### src/rtl/dsp_pkg.sv
// Shared definitions for the DSP acquisition chain (ADC capture, FIFO, filter).
// Provides the sample word width and the ADC capture state encoding.
package dsp_pkg;

  localparam int unsigned SAMPLE_W = 16;

  typedef enum logic [2:0] {
    ST_IDLE     = 3'd0,
    ST_CS_SETUP = 3'd1,
    ST_SHIFT    = 3'd2,
    ST_CS_HOLD  = 3'd3,
    ST_DONE     = 3'd4
  } adc_state_e;

endpackage

### src/rtl/sample_timer.sv
// Conversion pacing timer.
// Counts 0..SAMPLE_PERIOD-1 while enabled and is held at 0 otherwise.
// tick is high whenever enable is high and the count is 0, so the first
// tick lands on the first enabled cycle.
//   clk    : system clock
//   rst    : synchronous active-high reset
//   enable : run the timer
//   tick   : conversion start request
module sample_timer #(
  parameter int unsigned SAMPLE_PERIOD = 256
) (
  input  logic clk,
  input  logic rst,
  input  logic enable,
  output logic tick
);

  localparam int unsigned TW = (SAMPLE_PERIOD > 1) ? $clog2(SAMPLE_PERIOD) : 1;
  localparam logic [TW-1:0] T_LAST = TW'(SAMPLE_PERIOD - 1);

  logic [TW-1:0] cnt;

  always_ff @(posedge clk) begin
    if (rst || !enable) begin
      cnt <= '0;
    end else if (cnt == T_LAST) begin
      cnt <= '0;
    end else begin
      cnt <= cnt + TW'(1);
    end
  end

  assign tick = enable && (cnt == '0);

endmodule

### src/rtl/adc_spi_capture.sv
// Serial ADC capture front end.
// Periodically runs a 16-bit SPI mode-0 read (MSB first) and hands each
// completed sample to the downstream FIFO as a one-cycle W_En strobe with
// the data on sample_out. Ticks that arrive while a conversion is in flight
// are dropped and flagged on the sticky overrun output.
//   clk, rst    : system clock, synchronous active-high reset
//   enable      : run the sample timer
//   clr_overrun : clear the overrun flag (set wins on a same-cycle clash)
//   adc_miso    : ADC serial data
//   adc_sclk    : SPI clock, idles low
//   adc_cs_n    : SPI chip select, active low
//   sample_out  : last completed sample
//   W_En        : one-cycle write strobe for the FIFO
//   busy        : conversion in progress
//   overrun     : sticky missed-tick flag
module adc_spi_capture
  import dsp_pkg::*;
#(
  parameter int unsigned CLK_DIV       = 4,
  parameter int unsigned SAMPLE_PERIOD = 256
) (
  input  logic                clk,
  input  logic                rst,
  input  logic                enable,
  input  logic                clr_overrun,
  input  logic                adc_miso,
  output logic                adc_sclk,
  output logic                adc_cs_n,
  output logic [SAMPLE_W-1:0] sample_out,
  output logic                W_En,
  output logic                busy,
  output logic                overrun
);

  localparam int unsigned DW = (CLK_DIV > 1) ? $clog2(CLK_DIV) : 1;
  localparam logic [DW-1:0] DIV_LAST = DW'(CLK_DIV - 1);

  logic tick;

  sample_timer #(
    .SAMPLE_PERIOD(SAMPLE_PERIOD)
  ) u_timer (
    .clk   (clk),
    .rst   (rst),
    .enable(enable),
    .tick  (tick)
  );

  adc_state_e          state_q, state_d;
  logic [DW-1:0]       div_q, div_d;
  logic [4:0]          bit_q, bit_d;
  logic                sclk_q, sclk_d;
  logic [SAMPLE_W-1:0] shift_q, shift_d;

  logic                cs_n_q, cs_n_d;
  logic                w_en_q, w_en_d;
  logic                busy_q, busy_d;
  logic                overrun_q, overrun_d;
  logic [SAMPLE_W-1:0] sample_q, sample_d;

  logic div_end;
  assign div_end = (div_q == DIV_LAST);

  // State and output registers
  always_ff @(posedge clk) begin
    if (rst) begin
      state_q   <= ST_IDLE;
      div_q     <= '0;
      bit_q     <= '0;
      sclk_q    <= 1'b0;
      shift_q   <= '0;
      cs_n_q    <= 1'b1;
      w_en_q    <= 1'b0;
      busy_q    <= 1'b0;
      overrun_q <= 1'b0;
      sample_q  <= '0;
    end else begin
      state_q   <= state_d;
      div_q     <= div_d;
      bit_q     <= bit_d;
      sclk_q    <= sclk_d;
      shift_q   <= shift_d;
      cs_n_q    <= cs_n_d;
      w_en_q    <= w_en_d;
      busy_q    <= busy_d;
      overrun_q <= overrun_d;
      sample_q  <= sample_d;
    end
  end

  // Next-state logic. The SCLK level is itself a register, and MISO is
  // captured on the same clock edge that raises it.
  always_comb begin
    state_d = state_q;
    div_d   = div_q;
    bit_d   = bit_q;
    sclk_d  = 1'b0;
    shift_d = shift_q;
    unique case (state_q)
      ST_IDLE: begin
        if (tick) begin
          state_d = ST_CS_SETUP;
          div_d   = '0;
        end
      end
      ST_CS_SETUP: begin
        if (div_end) begin
          state_d = ST_SHIFT;
          div_d   = '0;
          bit_d   = '0;
        end else begin
          div_d = div_q + DW'(1);
        end
      end
      ST_SHIFT: begin
        sclk_d = sclk_q;
        if (div_end) begin
          div_d = '0;
          if (!sclk_q) begin
            sclk_d  = 1'b1;
            shift_d = {shift_q[SAMPLE_W-2:0], adc_miso};
          end else begin
            sclk_d = 1'b0;
            bit_d  = bit_q + 5'd1;
            if (bit_q == 5'd15) begin
              state_d = ST_CS_HOLD;
            end
          end
        end else begin
          div_d = div_q + DW'(1);
        end
      end
      ST_CS_HOLD: begin
        if (div_end) begin
          state_d = ST_DONE;
          div_d   = '0;
        end else begin
          div_d = div_q + DW'(1);
        end
      end
      ST_DONE: begin
        state_d = ST_IDLE;
      end
      default: begin
        state_d = ST_IDLE;
      end
    endcase
  end

  // Outputs are decoded from the next state so the registered pins line up
  // with the state they describe.
  always_comb begin
    cs_n_d   = !(state_d inside {ST_CS_SETUP, ST_SHIFT, ST_CS_HOLD});
    w_en_d   = (state_d == ST_DONE);
    busy_d   = (state_d != ST_IDLE);
    sample_d = (state_d == ST_DONE) ? shift_q : sample_q;
    if (tick && (state_q != ST_IDLE)) begin
      overrun_d = 1'b1;
    end else if (clr_overrun) begin
      overrun_d = 1'b0;
    end else begin
      overrun_d = overrun_q;
    end
  end

  assign adc_sclk   = sclk_q;
  assign adc_cs_n   = cs_n_q;
  assign sample_out = sample_q;
  assign W_En       = w_en_q;
  assign busy       = busy_q;
  assign overrun    = overrun_q;

endmodule

### config.mk
export PLATFORM = sky130hd
export DESIGN_NAME = adc_spi_capture
export DESIGN_NICKNAME = d
export VERILOG_FILES = /design/src/rtl/dsp_pkg.sv /design/src/rtl/sample_timer.sv /design/src/rtl/adc_spi_capture.sv
export SDC_FILE = /design/constraint.sdc
export NUM_CORES = 1
export LEC_CHECK = 0
export ABC_AREA = 1
export ABC_CLOCK_PERIOD_IN_PS = 1800
export BUFFER_PORTS_ARGS = -buffer_cell sky130_fd_sc_hd__buf_2
export CAP_MARGIN = 0
export CORE_ASPECT_RATIO = 1.4
export CORE_MARGIN = 5
export CORE_UTILIZATION = 57
export DETAILED_ROUTE_END_ITERATION = 6
export PLACE_DENSITY = 0.78
export SYNTH_ARGS = -nofsm -noshare
export SYNTH_HDL_FRONTEND = slang
export SYNTH_HIERARCHICAL = 1
export SYNTH_SLANG_ARGS = --single-unit
### constraint.sdc
create_clock -name clk -period 1.8 [get_ports clk]
set_input_delay 0.54 -clock clk [delete_from_list [all_inputs] [get_ports clk]]
set_output_delay 0.54 -clock clk [all_outputs]
set_load 0.03 [all_outputs]
==> results.json <==
{
  "tns_ps": 0,
  "period_minus_slack_ps": 1470,
  "die_area_um2": 5580,
  "design_area_um2": 2600,
  "tritoncts": "yes",
  "synth_common_cells": "dfxtp_1, nor2_1, nand2_1, inv_1, nand3_1",
  "grt_pass1_wl_mm": 7.80,
  "reg2regPathDepth": 6,
  "avgSynthCellArea_um2": 7.82,
  "critPathSlowestCell": "dfxtp_1",
  "holdCritPathClass": "in2reg",
  "cts.htree.levels": 2,
  "place_area_um2": 2510,
  "min_period_over_period_pct": 81.7,
  "syn_nets": 314,
  "cp_top_family": "simple AND/OR/NAND/NOR gates",
  "min-delay-start": "adc_miso",
  "antenna_cells": 0,
  "switchingPower_uw": 505,
  "crit_required_ps": 2020,
  "core_area_um2": 3990,
  "arrival_ps": 1690,
  "grt_busiest_layer": "met2",
  "maxSlewHeadroom_pct": 69.5,
  "ys_ff_latch": 55,
  "synth-edff-count": 0,
  "max_freq_mhz": 680,
  "critPathKind": "reg2reg",
  "cts_root_buffer": "clkbuf_8",
  "grt_usage_pct": 17.4,
  "clk_latency_ps": 320,
  "ys_seq_area_share_pct": 46.3,
  "netlist_area_um2": 2380,
  "antenna_found_initial": 0,
  "drc": 0,
  "grtUsageMet2_pct": 29.4,
  "async_reset_ff_share_pct": 0,
  "die_x_um": 64.6,
  "path_clk_slew_ps": 110,
  "setup_viol": 0,
  "drive_gt1_share_pct": 21.5,
  "clock_skew_ps": 13.0,
  "grt_use_met1_pct": 21.1,
  "slew_violations": 0,
  "crit_path_max_incr_delay_ps": 370,
  "place_congestion": 0.834,
  "clk_path_buf_depth": 2,
  "cts_buffers": 5,
  "reg2reg_slack_ps": 330,
  "rsz0062_at_grt": "false",
  "peakVddDrop_mv": 0.710,
  "min_path_cells": 3,
  "met3_usage_pct": 3.89,
  "end_kind": "flop",
  "leakagePower_uw": 0.00111,
  "finalCoreUtilization_pct": 65.3,
  "intPower_uw": 1540,
  "dpl.hpwl_mm": 3.07,
  "clock-sinks": 55,
  "yosys.area.top_type_share_pct": 46.3,
  "wl_per_cell_um": 11.7,
  "ys_warn_count": 6,
  "crit_buf_inv": 2,
  "hold-worst-slack_ps": 440,
  "maxCapViolations": 0,
  "synth-main-ff-cell": "dfxtp_1",
  "die_h_um": 86.4,
  "first_iter_violations": 92,
  "initial_utilization_pct": 59.6,
  "grt_overflow": 0,
  "cp-start-kind": "flop",
  "vias": 1916,
  "power_density_nw_per_um2": 787,
  "swShare_pct": 24.6,
  "pwr-share-comb_pct": 4.5,
  "tightest_slew_ps": 457,
  "yosys-top-cells-area": "dfxtp_1, nor2_1, nand2_1",
  "ios": 26,
  "rows": 27,
  "cp_cell_sequence": "ha_1, inv_1, nor2_8, inv_2, nor2_1, nor2_1",
  "timing.rr.start": "div_q[0]",
  "postCtsSetupBuffers": 0,
  "grt_max_degree": 25,
  "status": "completed",
  "hold_viol": 0,
  "drt-total-wl_mm": 4.38,
  "ys_types": 27,
  "clockPowerShare_pct": 35.1,
  "worstReg2RegEnd": "shift_q[11]",
  "numPortBuffers": 25,
  "dr.pass1.iters": 5,
  "hold_buffers": 0,
  "cts_resized": 0,
  "ant_nets": 0,
  "synth_cells": 304,
  "path_common_cell": "nor2_1",
  "pwr-share-seq_pct": 60.4,
  "hold_end": "shift_q[0]",
  "grt_pass1_vias": 1834,
  "vias_per_cell": 5.14,
  "cp_max_fo": 17,
  "final_nets": 339,
  "syn2layout_area_growth_pct": 9.47,
  "synth_top_cell_by_area": "dfxtp_1"
}
[layer usage]
layer  vias to the layer above  part of all wire (%)
met2                        25                    49
met5                         -                     0
li1                       1022                     -
met1                       863                    47
met4                         0                   1.8
met3                         6                   2.8
[worst reg2reg max path, stage by stage, from the launching register on]
cell     delay [ps]
dfxtp_1         370
ha_1            240
inv_1           140
nor2_8          250
inv_2           180
nor2_1          140
nor2_1           60
[registers in the layout (all words and copies together), names as in the netlist, 2 cells and up]
register and cells:
shift_q 16, sample_out 16, u_timer/cnt 8, bit_q 5
state_q 3, div_q 2
[how the worst max path moves through the flow]
stage	end	from	slack, ps	cells after the start
2_1_floorplan	shift_q[13]	div_q[0]	480	8
5_1_grt	shift_q[6]	div_q[0]	150	6
3_5_place_dp	adc_cs_n	enable	360	8
3_3_place_gp	shift_q[15]	div_q[0]	380	6
4_1_cts	adc_sclk	adc_sclk	330	1
6_report	shift_q[11]	div_q[0]	330	6
[power by group through the flow]
stage	logic (uW)	clock network (uW)	registers, uW
2_1_floorplan	59.0	0	1280
3_3_place_gp	90.6	0	1270
3_5_place_dp	92.2	0	1270
4_1_cts	92.5	739	1240
5_1_grt	103	780	1240
6_report	91.5	718	1240
[per-stage QoR]
| stage | power [uW] | std cells | worst slack [ps] |
|---|---|---|---|
| detailed placement | 1360 | 365 | 357 |
| CTS | 2070 | 373 | 327 |
| global placement | 1360 | 365 | 375 |
| floorplan | 1330 | 304 | 478 |
| global route | 2120 | 373 | 145 |
| finish | 2050 | 373 | 329 |
[cell usage in the layout (no fill, tap or decap)]
cell and n:
dfxtp_1 55, nor2_1 55, nand2_1 49, buf_2 25
inv_1 23, nand3_1 22, a21oi_1 20, o21ai_0 16
nand2_2 11, a21oi_2 8, o21ai_1 7, ha_1 5
clkbuf_8 5, buf_4 4, nor2_4 3, nor2_2 3
nand3_2 3, nand4_1 3, inv_2 2, nand2_4 2
nor3_1 2, inv_6 2, nand3_4 1, nor2_8 1
nor4_1 1, clkinv_4 1, xnor2_1 1
[kinds of logic after synthesis]
logic type	synth area share, %
and+or+nand+nor	31.4
DFF	46.3
AOI/OAI and AO/OA	12.0
buffers and inverters	7.26
adders and majority gates	2.63
xor gates and xnor gates	0.368
[layout make-up]
class	count	area [um2]
fill	379	1380
multi-input combinational	213	1100
sequential	55	1100
timing repair buffer	29	155
inverter	25	93.8
clock buffer	5	68.8
tap	43	53.8
clock inverter	3	26.3
No activity file was read; power rests on OpenSTA's default activity.
